**config.mk**
```make
export PLATFORM = sky130hd
export DESIGN_NAME = eeprom_reader
export DESIGN_NICKNAME = d
export VERILOG_FILES = /design/src/rtl/abc_pkg.sv /design/src/rtl/eeprom_slot_timer.sv /design/src/rtl/eeprom_reader.sv
export SDC_FILE = /design/constraint.sdc
export NUM_CORES = 1
export LEC_CHECK = 0
export BUFFER_PORTS_ARGS = -buffer_cell sky130_fd_sc_hd__buf_2
export CAP_MARGIN = 15
export CORE_ASPECT_RATIO = 1.4
export CORE_MARGIN = 2
export CORE_UTILIZATION = 51
export CTS_BUF_LIST = sky130_fd_sc_hd__clkbuf_2
export DETAILED_ROUTE_END_ITERATION = 10
export MAX_ROUTING_LAYER = met4
export PLACE_DENSITY = 0.91
export SYNTH_ARGS = -nofsm -noshare
export SYNTH_HDL_FRONTEND = slang
export SYNTH_SLANG_ARGS = --single-unit
```
**constraint.sdc**
```tcl
create_clock -name clk -period 1.8 [get_ports clk]
set_input_delay 0.18 -clock clk [delete_from_list [all_inputs] [get_ports clk]]
set_output_delay 0.18 -clock clk [all_outputs]
set_load 0.01 [all_outputs]
```
**src/rtl/abc_pkg.sv**
```systemverilog
// Shared constants and types for the add-drum constant EEPROM reader.
package abc_pkg;

  localparam int unsigned NUM_SLOTS_DEFAULT = 50;
  localparam int unsigned MAX_DIGIT         = 9;
  localparam int unsigned MAX_DECADE        = 14;
  localparam int unsigned SLOT_W            = 6;
  localparam int unsigned DIGIT_W           = 4;
  localparam int unsigned DECADE_W          = 4;

  typedef enum logic [1:0] {
    IDLE = 2'd0,
    READ = 2'd1,
    DONE = 2'd2
  } reader_state_t;

  // True when the requested address has no ROM content behind it.
  function automatic logic req_out_of_range(input logic [DIGIT_W-1:0]  digit,
                                            input logic [DECADE_W-1:0] decade);
    return (digit > DIGIT_W'(MAX_DIGIT)) || (decade > DECADE_W'(MAX_DECADE));
  endfunction

endpackage

```
**src/rtl/eeprom_slot_timer.sv**
```systemverilog
// Per-slot wait counter for the EEPROM reader; with EEPROM_READER_DUAL_READ_EN
// a slot spans two access windows and is sampled at the end of each.
module eeprom_slot_timer
  import abc_pkg::*;
#(
  parameter int unsigned ACCESS_CYCLES = 2
) (
  input  logic clk,
  input  logic rst,
  input  logic start,
  input  logic run,
  output logic sample_c,
  output logic slot_end_c
);

`ifdef EEPROM_READER_DUAL_READ_EN
  localparam int unsigned PERIOD = 2 * ACCESS_CYCLES;
`else
  localparam int unsigned PERIOD = ACCESS_CYCLES;
`endif
  localparam int unsigned CNT_W = $clog2(PERIOD) + 1;

  logic [CNT_W-1:0] cnt;

  // Cycle count since the current slot address was applied.
  always_ff @(posedge clk) begin
    if (rst || start) begin
      cnt <= '0;
    end else if (run) begin
      if (cnt == CNT_W'(PERIOD - 1)) begin
        cnt <= '0;
      end else begin
        cnt <= cnt + CNT_W'(1);
      end
    end
  end

  assign slot_end_c = run && (cnt == CNT_W'(PERIOD - 1));

`ifdef EEPROM_READER_DUAL_READ_EN
  assign sample_c = run && ((cnt == CNT_W'(ACCESS_CYCLES - 1)) || slot_end_c);
`else
  assign sample_c = slot_end_c;
`endif

endmodule

```
**src/rtl/eeprom_reader.sv**
```systemverilog
// Handshaked sequencing reader for the add-drum constant EEPROM.
// Optional EEPROM_READER_DUAL_READ_EN samples every slot twice and flags disagreement.
module eeprom_reader
  import abc_pkg::*;
#(
  parameter int unsigned ACCESS_CYCLES = 2,
  parameter int unsigned NUM_SLOTS     = NUM_SLOTS_DEFAULT
) (
  input  logic                 clk,
  input  logic                 rst,
  input  logic                 req_valid,
  output logic                 req_ready,
  input  logic [DIGIT_W-1:0]   req_digit,
  input  logic [DECADE_W-1:0]  req_decade,
  output logic                 resp_valid,
  input  logic                 resp_ready,
  output logic [NUM_SLOTS-1:0] resp_word,
  output logic                 resp_err,
  output logic [DIGIT_W-1:0]   digit,
  output logic [DECADE_W-1:0]  decade,
  output logic [SLOT_W-1:0]    time_slot,
  output logic                 ce_n,
  output logic                 oe_n,
  output logic                 we_n,
  input  logic                 data
);

  reader_state_t        state;
  logic                 start_c;
  logic                 run_c;
  logic                 sample_c;
  logic                 slot_end_c;
  logic                 last_slot_c;
  logic [NUM_SLOTS-1:0] slot_mask_c;
`ifdef EEPROM_READER_DUAL_READ_EN
  logic                 first_bit;
`endif

  assign start_c     = (state == IDLE) && req_valid;
  assign run_c       = (state == READ);
  assign last_slot_c = (time_slot == SLOT_W'(NUM_SLOTS - 1));
  assign slot_mask_c = NUM_SLOTS'(1) << time_slot;
  assign we_n        = 1'b1;

  eeprom_slot_timer #(
    .ACCESS_CYCLES (ACCESS_CYCLES)
  ) u_timer (
    .clk        (clk),
    .rst        (rst),
    .start      (start_c),
    .run        (run_c),
    .sample_c   (sample_c),
    .slot_end_c (slot_end_c)
  );

  // Request/response sequencer; address and strobes only move while reading.
  always_ff @(posedge clk) begin
    if (rst) begin
      state      <= IDLE;
      req_ready  <= 1'b1;
      resp_valid <= 1'b0;
      resp_word  <= '0;
      resp_err   <= 1'b0;
      digit      <= '0;
      decade     <= '0;
      time_slot  <= '0;
      ce_n       <= 1'b1;
      oe_n       <= 1'b1;
`ifdef EEPROM_READER_DUAL_READ_EN
      first_bit  <= 1'b0;
`endif
    end else begin
      case (state)
        IDLE: begin
          if (req_valid) begin
            req_ready <= 1'b0;
            resp_word <= '0;
            if (req_out_of_range(req_digit, req_decade)) begin
              state    <= DONE;
              resp_err <= 1'b1;
            end else if (req_digit == '0) begin
              // Digit-0 ROM rows are undefined; the answer is known to be zero.
              state    <= DONE;
              resp_err <= 1'b0;
            end else begin
              state     <= READ;
              resp_err  <= 1'b0;
              digit     <= req_digit;
              decade    <= req_decade;
              time_slot <= '0;
              ce_n      <= 1'b0;
              oe_n      <= 1'b0;
            end
          end
        end

        READ: begin
          if (sample_c) begin
            // Under dual read the second sample overwrites the first.
            resp_word <= data ? (resp_word | slot_mask_c) : (resp_word & ~slot_mask_c);
`ifdef EEPROM_READER_DUAL_READ_EN
            if (!slot_end_c) begin
              first_bit <= data;
            end else if (data != first_bit) begin
              resp_err <= 1'b1;
            end
`endif
          end
          if (slot_end_c) begin
            if (last_slot_c) begin
              ce_n       <= 1'b1;
              oe_n       <= 1'b1;
              state      <= DONE;
              resp_valid <= 1'b1;
            end else begin
              time_slot <= time_slot + SLOT_W'(1);
            end
          end
        end

        DONE: begin
          // Fast-path entries raise resp_valid one cycle after the accept.
          if (!resp_valid) begin
            resp_valid <= 1'b1;
          end else if (resp_ready) begin
            resp_valid <= 1'b0;
            req_ready  <= 1'b1;
            state      <= IDLE;
          end
        end

        default: begin
          state      <= IDLE;
          req_ready  <= 1'b1;
          resp_valid <= 1'b0;
          ce_n       <= 1'b1;
          oe_n       <= 1'b1;
        end
      endcase
    end
  end

endmodule

```
# [Word level (Yosys, flattened, before mapping)]
# Cells that the tools add are included.
# Widths: inputs -> output; s select.
[classes] addsub=2 n_lt_le_gt_ge=2 eq_ne=12 shift=1 muxes=33 bitwise=8 n_reduce_logical=15
[op_table] operator="$mux 50" n=3
[op_table] operator="$pmux 50 s2" n=1
[op_table] operator="$and 50x50->50" n=1
[op_table] operator="$not 50->50" n=1
[op_table] operator="$or 50x50->50" n=1
[op_table] operator="$shl 1x6->50 const A" n=1
[op_table] operator="$mux 6" n=5
[op_table] operator="$mux 2" n=8
[op_table] operator="$ne 2x2->1 const B" n=8
[op_table] operator="$pmux 6 s2" n=1
[op_table] operator="$reduce_and 6->1" n=2
[op_table] operator="$mux 1" n=11
[op_table] operator="$pmux 1 s3" n=3
[op_table] operator="$gt 4x4->1 const B" n=2
[op_table] operator="$reduce_and 4->1" n=2
[op_table] operator="$add 6x1->6 const B" n=1
[op_table] operator="$eq 6x6->1 const B" n=1
[op_table] operator="$pmux 2 s3" n=1
[op_table] operator="$reduce_and 3->1" n=2
[op_table] operator="$not 1->1" n=5
[op_table] operator="$reduce_and 5->1" n=1
[op_table] operator="$eq 2x1->1 const B" n=2
[op_table] operator="$logic_not 4->1" n=1
[op_table] operator="$add 2x1->2 const B" n=1
[op_table] operator="other kinds (6)" n=8
[word_totals] ff_bits=72 inputBits=13 out_inout_bits=70 wordCells=83

# [Logic depth before layout (Yosys ltp)]
# Gate-level depths: netlist (run 1).
[logic_depth] word_depth=6 ltp_mapped=9 depth_no_buf=6

# [Modules after synthesis]
# A second synthesis (run 1) with hierarchy kept.
[unflattened] hier_cells=419 area_unflattened_um2=3433.3
[modules_own_cells] mod="eeprom_reader" instances=1 cells_each=410 area_each_um2=3349.5 seq_area_each_um2=1401.3
[modules_own_cells] mod="eeprom_slot_timer" instances=1 cells_each=9 area_each_um2=83.8 seq_area_each_um2=40.0

# [Worst setup path after synthesis (run 1)]
# No wires, ideal clock.
[synth_timing] path_type="reg-to-reg" start="register state[0]" end="register state[0]" setup_time_ns=0.087 t_arrival_ns=1.882 required_time_ns=1.713 slack_ns=-0.169 stages_incl_launch_ff=8 path_buffers=1 synth_period_minus_slack_ns=1.969 cell_sequence="dfxtp_1 > inv_1 > ha_1 > buf_4 > nand2_1 > nor4_4 > or4b_1 > o31ai_1"
[synth_between] elab_chain_len=4 word_cells_on_any_way=11 classes_between="eq/ne (7); mux (1); reduce/logical (3)"
[synth_rtl] item="start, declared" line="eeprom_reader.sv:28" text="reader_state_t state;"
[synth_rtl] item="start signal, assigned" line="eeprom_reader.sv:59" text="state <= IDLE;"
[synth_rtl] item="start signal, assigned" line="eeprom_reader.sv:79" text="state <= DONE;"
[synth_rtl] item="start signal, assigned" line="eeprom_reader.sv:83" text="state <= DONE;"
[synth_rtl] item="$eq 2x1->1" line="eeprom_reader.sv:40, eeprom_reader.sv:73"
[synth_rtl] item="$logic_and 1x1->1" line="eeprom_slot_timer.sv:38" text="assign slot_end_c = run && (cnt == CNT_W'(PERIOD - 1));"
[synth_rtl] item="$ne 2x2->1 (no line)"
[synth_rtl] item="$reduce_and 5->1 (no line)"
# Parallel ways exist; a longest one is shown, timed or not.
# A chain may end at the register's enable or synchronous reset.

# [Worst setup path after layout (run 1)]
[layout_timing] start="register state[0]" end="register resp_word[47]"
[layout_between] elab_chain_len=4 word_cells_on_any_way=8 classes_between="eq/ne (3); mux (1); reduce/logical (4)"
[layout_rtl] item="$eq 2x1->1" line="eeprom_reader.sv:40, eeprom_reader.sv:73"
[layout_rtl] item="$logic_and 1x1->1" line="eeprom_slot_timer.sv:38"
[layout_rtl] item="$ne 2x2->1 (no line)"
[layout_rtl] item="$reduce_and 3->1 (no line)"
[layout_rtl] item="end signal, assigned" line="eeprom_reader.sv:100" text="resp_word <= data ? (resp_word | slot_mask_c) : (resp_word & ~slot_mask_c);"
[layout_rtl] item="end, declared" line="eeprom_reader.sv:17" text="output logic [NUM_SLOTS-1:0] resp_word,"
# Parallel ways exist; a longest one is shown, timed or not.

==> impl_results.md, run 1 <==
- Fmax achieved: 550 MHz
- Filler Cells Inserted: 521
- WL/cell: 17.5 µm
- FP Rows: 36
- Mapped cell area: 3690 µm²
- CORE AREA: 6980 µm²
- Hold path endpoint: resp_valid
- First drt pass iteration count: 5
- Max clock buf depth: 2
- Register area share after synthesis: 39.1%
- Relative slew slack: 58.9%
- Netlist cell types: 51
- Post-Route WL: 11.5 mm
- Failing checks: setup timing
- Hold depth: 5
- Min-Delay Path Class: in -> reg
- Layout area overhead: 29.3%
- Clock Sinks: 72
- Sequential Area: 1450 µm²
- Global placement routability congestion: 0.846
- Largest net degree at the start of global routing: 50
- Num CTS Buffers: 9
- Initial antenna violation count: 0
- Worst path max stage delay: 410 ps
- Crit-path max FO: 8
- Post-Synthesis Cells: 461
- Die H: 105 µm
- Ys async rst share: 0%
- VDD IR-drop max: 0.867 mV
- Setup slack after layout: -18.1 ps
- Hold_sp: resp_ready
- Number of global-route vias before repair: 3,716
- FF-to-FF path depth: 8
- EDFF count, synth: 0
- I/O Buffers: 81
- CP arrival: 2300 ps
- RR Endpoint: resp_word[47]
- Worst-margin pin slew: 616 ps
- Tcrit/Tclk final: 101%
- CTS tree: done
- Worst path cell trace: inv_2, ha_4, nor2b_4, buf_4, nor4bb_4, buf_6, nand2_1, a21oi_1
- Vias per cell: 6.17
- Final antenna-violating net count: 0
- Total grt overflow: 0
- Io pins: 83
- Vias: 4,029
- Die W: 75.9 µm
- CTS Root Cell: clkbuf_2
- Nets: 575
- Top Family by Delay on Critical Path: simple AND/OR/NAND/NOR gates
- GRT Total Usage: 27.9%
- Initial Util: 52.8%
- Syn_area_per_cell: 8.00 µm²
- Max-cap viol count: 0
- Final HPWL DP: 7.03 mm
- Final Hold Fails: 0
- Top FF cell, synth: dfxtp_1
- Clk slew on worst S/H paths: 200 ps
- First-pass GRT wire length: 17.0 mm
- Worst skew pair latency: 550 ps
- Status: complete, but fails checks
- RSZ-0062 raised after global routing: yes
- Post-route setup TNS: -18.1 ps
- Crit Reg-Reg Startpoint: state[0]
- # setup viols final: 1
- Diode count: 0
- Final Instance Count excl. Fillers: 653
- Cell Pwr Density: 826 nW/µm²
- CTS H-tree depth: 3
- Placed Cells: 616
- Slew Limit Fails: 0
- Die area: 7940 µm²
- Fin crit period: 1820 ps
- CP Launch Type: flop
- Slowest cell on the critical path: dfxtp_2
- Layout Skew: 26.6 ps
- Pre-CTS setup slack: -169 ps
- Seq cells post-synth: 72
- DRT iter0 DRCs: 485
- Nature of the critical path endpoint: flop
- Worst Path Required: 2280 ps
- Footprint of the multi-input gates: 2160 µm²
- Ys Warns: 0
- Setup CP Type: reg -> reg
- # DRC: 0
- Reg2reg setup slack: -20 ps
- Leak pwr: 1.91 nW
- Share of layout cells above drive strength 1: 31.9%
- Crit path buffers/inverters: 3
- Pwr Total: 3.94 mW
- Syn nets: 483
- Min Hold Slack: 113 ps
-- final cells by class --
| cell class | count | share of cell area, % |
|---|---|---|
| tap | 95 | 2.49 |
| inverter | 9 | 0.813 |
| sequential | 72 | 30.4 |
| clock inverter | 6 | 1.26 |
| multi-input combinational | 326 | 45.3 |
| clock buffer | 10 | 1.05 |
| timing repair buffer | 135 | 18.7 |
-- kinds of logic (layout without fill, tap and decap cells) --
group	Yosys count	after routing	share of synthesized area (%)
muxes	7	7	1.90
and+or+nand+nor	130	131	19.3
other	1	1	0.102
buffers and inverters	64	160	7.29
adders and majority gates	9	9	3.05
xor gates and xnor gates	1	1	0.237
DFF	72	72	39.1
AOI/OAI and AO/OA	177	177	29.0
-- worst min-delay path, cell delays in order --
cell and delay [ps]:
buf_2 70, a21boi_1 70, nor2_1 110, or4b_1 130
a21oi_1 60
-- Yosys cell counts (all sizes together), types with 2 or more instances --
library cell | number | area share [%]
or4b | 2 | 0.54
and2 | 3 | 0.51
nor3 | 9 | 1.2
nor2b | 5 | 0.85
nor4bb | 3 | 0.81
a211oi | 51 | 10
mux2i | 7 | 1.9
a211o | 3 | 0.71
nand2 | 54 | 5.5
nor2 | 16 | 1.6
o31ai | 4 | 0.81
inv | 9 | 0.92
and3 | 3 | 0.51
nand3b | 2 | 0.41
o21ai | 53 | 7.2
nand3 | 6 | 0.81
and3b | 6 | 1.4
or4 | 2 | 0.41
a21oi | 55 | 7.5
o21a | 2 | 0.41
clkbuf | 41 | 4.2
nand4 | 6 | 1.0
nor4 | 4 | 1.3
nor3b | 3 | 1.1
o311ai | 4 | 0.95
ha | 9 | 3.1
dfxtp | 72 | 39
buf | 14 | 2.2
-- state kept, by name, summed over array words and instances (netlist names) --
register and count:
decade 4, resp_err 1, u_timer.cnt 2, time_slot 6, digit 4, state 2
resp_valid 1, resp_word 50, req_ready 1, oe_n 1
-- worst max path at each step --
stage	startpoint	cells after the start	slack, ps	to
after floorplan	state[1]	7	-70	state[0]
after global placement	req_decade[3]	5	20	time_slot[1]
after detailed placement	state[1]	7	-170	resp_word[5]
after CTS	time_slot[1]	6	4	resp_valid
after global routing	state[1]	8	-60	resp_word[13]
final	state[0]	8	-20	resp_word[47]
-- report_power, final --
| group | total [mW] | switching [mW] | internal [mW] | leakage, nW |
|---|---|---|---|---|
| clock network | 0.933 | 0.614 | 0.319 | 0.0693 |
| logic | 1.30 | 0.791 | 0.511 | 1.26 |
| registers | 1.71 | 0.0486 | 1.66 | 0.584 |
| total | 3.94 | 1.45 | 2.49 | 1.91 |
-- cells in the final DEF (no fill, tap or decap), drive strengths merged, types with 7 or more instances in the layout --
cell / count
a211oi: 51
a21oi: 55
buf: 125
clkbuf: 10
dfxtp: 72
dlygate4sd3: 10
ha: 9
inv: 9
mux2i: 7
nand2: 54
nor2: 16
nor3: 9
o21ai: 53
-- layer usage --
metal	vias to the layer above	GRT usage [%]	part of all wire, %
li1	1857	-	-
met1	1872	31.5	37
met2	247	44.0	50
met3	53	5.88	7.8
met4	0	16.2	4.6
met5	-	-	0
-- through the flow --
stage	utilization, %	cell area [µm²]
final	68.3	4770
after global routing	68.3	4770
after CTS	65.6	4580
after detailed placement	61.8	4320
after global placement	61.8	4320
after floorplan	-	3720
-- timing repair --
action | in CTS | in global routing
gates resized for setup | 8 | 44
setup endpoints to repair | 48 | 56
hold buffers | 10 | 0
buffers inserted | 2 | 5
pin swaps | 1 | 8
gates cloned | 1 | 3
endpoints found under the hold margin | 11 | 0
Note: power is estimated with default switching activity, not from simulation.
==> run 2: changes to the inputs <==
BUFFER_PORTS_ARGS = default   (was -buffer_cell sky130_fd_sc_hd__buf_2)
CORE_UTILIZATION = 59   (was 51)
DONT_BUFFER_PORTS = 1   (was default)
PLACE_DENSITY = 0.9   (was 0.91)
==> impl_results.md, run 2 (synthesis results as in run 1) <==
- Layout Skew: 30.7 ps
- Largest Register: resp_word
- Post-Route WL: 11.0 mm
- Setup slack after layout: -22.8 ps
- VDD IR-drop max: 0.726 mV
- Reg2reg setup slack: -20 ps
- DRT iter0 DRCs: 605
- Commonest cells after routing, fill and taps aside: dfxtp_1 (67), a21oi_1 (53), nand2_1 (53), a211oi_1 (44), buf_4 (44)
- Max FFs per register: 50
- Largest regs: resp_word: 50 flops, time_slot: 6 flops
- Setup CP Type: reg -> reg
- Worst path max stage delay: 550 ps
- WL/cell: 19.7 µm
- Relative slew slack: 30.3%
- Status: complete, but fails checks
- Die H: 97.6 µm
- Io pins: 83
- Pre-CTS setup slack: -96.5 ps
- First drt pass iteration count: 5
- Clk slew on worst S/H paths: 220 ps
- Cell Pwr Density: 895 nW/µm²
- CP arrival: 2280 ps
- FP Rows: 34
- Worst skew pair latency: 530 ps
- Global placement routability congestion: 0.848
- Crit path buffers/inverters: 1
- Final Hold Fails: 7
- Slew Limit Fails: 0
- # DRC: 0
- Clock Sinks: 72
- Critical Path End: resp_valid
- Failing checks: hold timing, setup timing
- FF-to-FF path depth: 6
- Nets: 503
- First-pass GRT wire length: 16.5 mm
- Final HPWL DP: 6.83 mm
- Max-cap viol count: 0
- Tcrit/Tclk final: 101%
- Crit-path max FO: 4
- Min-Delay Path Class: in -> reg
- RSZ-0062 raised after global routing: yes
- Max clock buf depth: 2
- Initial antenna violation count: 0
- Nature of the critical path endpoint: flop
- Number of global-route vias before repair: 3,408
- Layout area overhead: 19.2%
- Final antenna-violating net count: 0
- CORE AREA: 6130 µm²
- Largest net degree at the start of global routing: 84
- Total grt overflow: 0
- Worst path cell trace: inv_4, ha_4, nor3b_4, a41oi_2, or4b_4, a21oi_2
- Final Core Density: 71.8%
- RR Endpoint: resp_valid
- Crit path from: time_slot[1]
- GRT Total Usage: 30.4%
- CP Depth: 6
- Num CTS Buffers: 9
- Fmax achieved: 549 MHz
- CP Launch Type: flop
- Leak pwr: 1.53 nW
- # setup viols final: 1
- Diode count: 0
- Share of layout cells above drive strength 1: 21.4%
- Vias: 3,751
- Die area: 6910 µm²
- CTS tree: done
- Crit Reg-Reg Startpoint: time_slot[1]
- Initial Util: 60.2%
- I/O Buffers: 0
- Hold depth: 2
- Die W: 70.8 µm
- Min Hold Slack: -11.5 ps
- Slowest cell on the critical path: or4b_4
- Worst-margin pin slew: 1040 ps
- CTS H-tree depth: 3
- Worst Path Required: 2260 ps
- Most common cell after layout, fill and taps aside: dfxtp_1
- Vias per cell: 6.72
- CTS Root Cell: clkbuf_2
- Fin crit period: 1820 ps
- Top Family by Delay on Critical Path: simple AND/OR/NAND/NOR gates
## run 2: changes by cell type in the layout (fill, tap and decap cells not counted), moves of 3 or more
cell,previous run,this run
buf_2,81,1
buf_4,34,44
a211oi_1,47,44
a211oi_2,4,7
buf_6,8,5
## run 2: area by class of cell
cell class / instances / area [µm²]
clock buffer: 10 / 50.0
clock inverter: 6 / 60.1
fill: 414 / 1730
inverter: 9 / 41.3
multi-input combinational: 326 / 2150
sequential: 72 / 1460
tap: 72 / 90.1
timing repair buffer: 63 / 549
## run 2: worst min path at each step
stage	from	end
after floorplan	req_valid	u_timer.cnt[0]
after global placement	rst	resp_word[11]
after detailed placement	rst	time_slot[3]
after global routing	rst	resp_word[8]
final	rst	resp_word[8]
after CTS	rst	digit[1]
## run 2: what timing repair did
action,CTS,global route
hold buffers,11,1
gates resized for setup,4,42
endpoints found under the hold margin,72,1
cloned,1,3
pin swaps,4,7
endpoints found under the setup margin,51,59
buffers inserted,1,10
## run 2: metrics by stage
| stage | cells | total power, mW | instance area (µm²) | setup TNS (ps) |
|---|---|---|---|---|
| floorplan | 461 | 2.47 | 3720 | -92.3 |
| global placement | 515 | 2.75 | 3890 | 0 |
| detailed placement | 515 | 2.79 | 3890 | -2070 |
| CTS | 544 | 3.75 | 4160 | 0 |
| global route | 558 | 4.09 | 4400 | -512 |
| finish | 558 | 3.93 | 4400 | -22.8 |
## run 2: where the power goes
group          switching (mW)  total [mW]  internal (mW)
Sequential             0.0790        1.74           1.66
Clock                   0.601       0.921          0.319
Combinational           0.766        1.28          0.511
## run 2: routing by layer
layer  global-route usage [%]  vias to the layer above  share of wire [%]
met3                     8.92                       51                9.8
met2                     49.0                      232                 50
met4                     16.1                        0                5.2
met1                     33.3                     1753                 35
met5                        -                        -                  0
li1                         -                     1715                  -
## run 2: worst register-to-register path: stages, from the launching register on
cell and delay, ps:
dfxtp_4 400, inv_4 70, ha_4 130, nor3b_4 250, a41oi_2 210, or4b_4 560
a21oi_2 140
==> run 3: changes to the inputs <==
==> constraint.sdc (replaced) <==
create_clock -name clk -period 1.8 [get_ports clk]
set_input_delay 0.27 -clock clk [delete_from_list [all_inputs] [get_ports clk]]
set_output_delay 0.27 -clock clk [all_outputs]
set_load 0.01 [all_outputs]
==> impl_results.md, run 3 (synthesis results as in run 1) <==
- Max FFs per register: 50
- Status: complete, but fails checks
- Setup CP Type: reg -> reg
- CTS Root Cell: clkbuf_2
- I/O Buffers: 0
- Worst-margin pin slew: 992 ps
- Max-cap viol count: 0
- Relative slew slack: 33.3%
- Pre-CTS setup slack: -96.5 ps
- Min-Delay Path Class: in -> reg
- Final Core Density: 71.8%
- CP arrival: 2280 ps
- Largest Register: resp_word
- Hold path endpoint: u_timer.cnt[1]
- Commonest cells after routing, fill and taps aside: dfxtp_1 (67), a21oi_1 (53), nand2_1 (53), a211oi_1 (44), buf_4 (44)
- Slew Limit Fails: 0
- DRT iter0 DRCs: 540
- RSZ-0062 raised after global routing: yes
- Reg2reg setup slack: -10 ps
- Vias per cell: 6.81
- # setup viols final: 1
- Diode count: 0
- Initial antenna violation count: 0
- Number of global-route vias before repair: 3,414
- Placed Cells: 515
- Max clock buf depth: 2
- FP Rows: 34
- Setup slack after layout: -11.4 ps
- Final Instance Count excl. Fillers: 558
- Pwr Total: 3.93 mW
- Met3 Use GR: 8.92%
- Final antenna-violating net count: 0
- First-pass GRT wire length: 16.5 mm
- Cell Pwr Density: 895 nW/µm²
- Fmax achieved: 552 MHz
- GR Layer Usage met1: 33.4%
- Die W: 70.8 µm
- WL/cell: 20.0 µm
- Total grt overflow: 0
- Worst skew pair latency: 540 ps
- CP Launch Type: flop
- Global placement routability congestion: 0.848
- Hold depth: 2
- CTS H-tree depth: 3
- Final HPWL DP: 6.83 mm
- Initial Util: 60.2%
- Crit-path max FO: 4
- Nature of the critical path endpoint: flop
- CORE AREA: 6130 µm²
- Crit Reg-Reg Startpoint: time_slot[1]
- VDD IR-drop max: 0.720 mV
- Grt met2 use: 49.2%
- Worst Path Required: 2270 ps
- Num CTS Buffers: 9
- First drt pass iteration count: 6
- GRT Total Usage: 30.4%
- FF-to-FF path depth: 6
- Nets: 503
- RR Endpoint: resp_valid
- Tcrit/Tclk final: 101%
- Fin crit period: 1810 ps
- Share of layout cells above drive strength 1: 21.4%
- # DRC: 0
- Clock Sinks: 72
- Failing checks: setup timing
- Layout Skew: 30.5 ps
- Largest net degree at the start of global routing: 82
- Vias: 3,801
- Io pins: 83
- Post-Route WL: 11.2 mm
- Layout area overhead: 19.2%
- Die H: 97.6 µm
- Largest regs: resp_word: 50 flops, time_slot: 6 flops
- Final Hold Fails: 0
- Hold_sp: req_valid
- Most common cell after layout, fill and taps aside: dfxtp_1
- GRT busiest layer: met2
- Die area: 6910 µm²
- CTS tree: done
- Leak pwr: 1.53 nW
- Clk slew on worst S/H paths: 200 ps
## run 3: routing by layer
layer,routed length [µm],vias up
li1,-,1713
met1,3950,1772
met2,5590,260
met3,1040,56
met4,582,0
met5,0,-
## run 3: metrics by stage
stage	setup TNS [ps]	hold slack, ps	instance area [µm²]
final	-11.4	11.6	4400
after global routing	-469	-2.55	4400
after CTS	0	10.6	4170
after detailed placement	-2070	351	3890
after global placement	0	350	3890
after floorplan	-92.3	367	3720
## run 3: worst max-delay path by stage
stage	startpoint	endpoint	slack [ps]	cells past startpoint
after floorplan	state[1]	state[0]	-70	7
after global placement	state[1]	resp_word[5]	10	7
after detailed placement	state[1]	resp_word[10]	-100	7
after CTS	time_slot[1]	resp_valid	3	6
after global routing	time_slot[1]	resp_valid	-70	6
final	time_slot[1]	resp_valid	-10	6
## run 3: timing repair
item	CTS	global route
gates cloned	1	3
resized for setup	4	45
pin swaps	4	9
buffers inserted	1	10
hold buffers	12	0
hold endpoints to repair	72	0
endpoints found under the setup margin	51	57
## run 3: cell type report
| type | count | area [µm²] |
|---|---|---|
| fill | 416 | 1730 |
| multi-input combinational | 326 | 2150 |
| clock buffer | 10 | 50.0 |
| timing repair buffer | 63 | 549 |
| sequential | 72 | 1460 |
| tap | 72 | 90.1 |
| clock inverter | 6 | 60.1 |
| inverter | 9 | 41.3 |
## run 3: report_power, final
group	total, mW	internal (mW)	switching [mW]
clock	0.924	0.319	0.605
combinational	1.27	0.511	0.762
sequential	1.74	1.66	0.0789
## run 3: worst max-delay path, cell delays in order, from the launching register on
cell,delay (ps)
dfxtp_4,400
inv_4,70
ha_4,130
nor3b_4,250
a41oi_2,210
or4b_4,550
a21oi_2,140
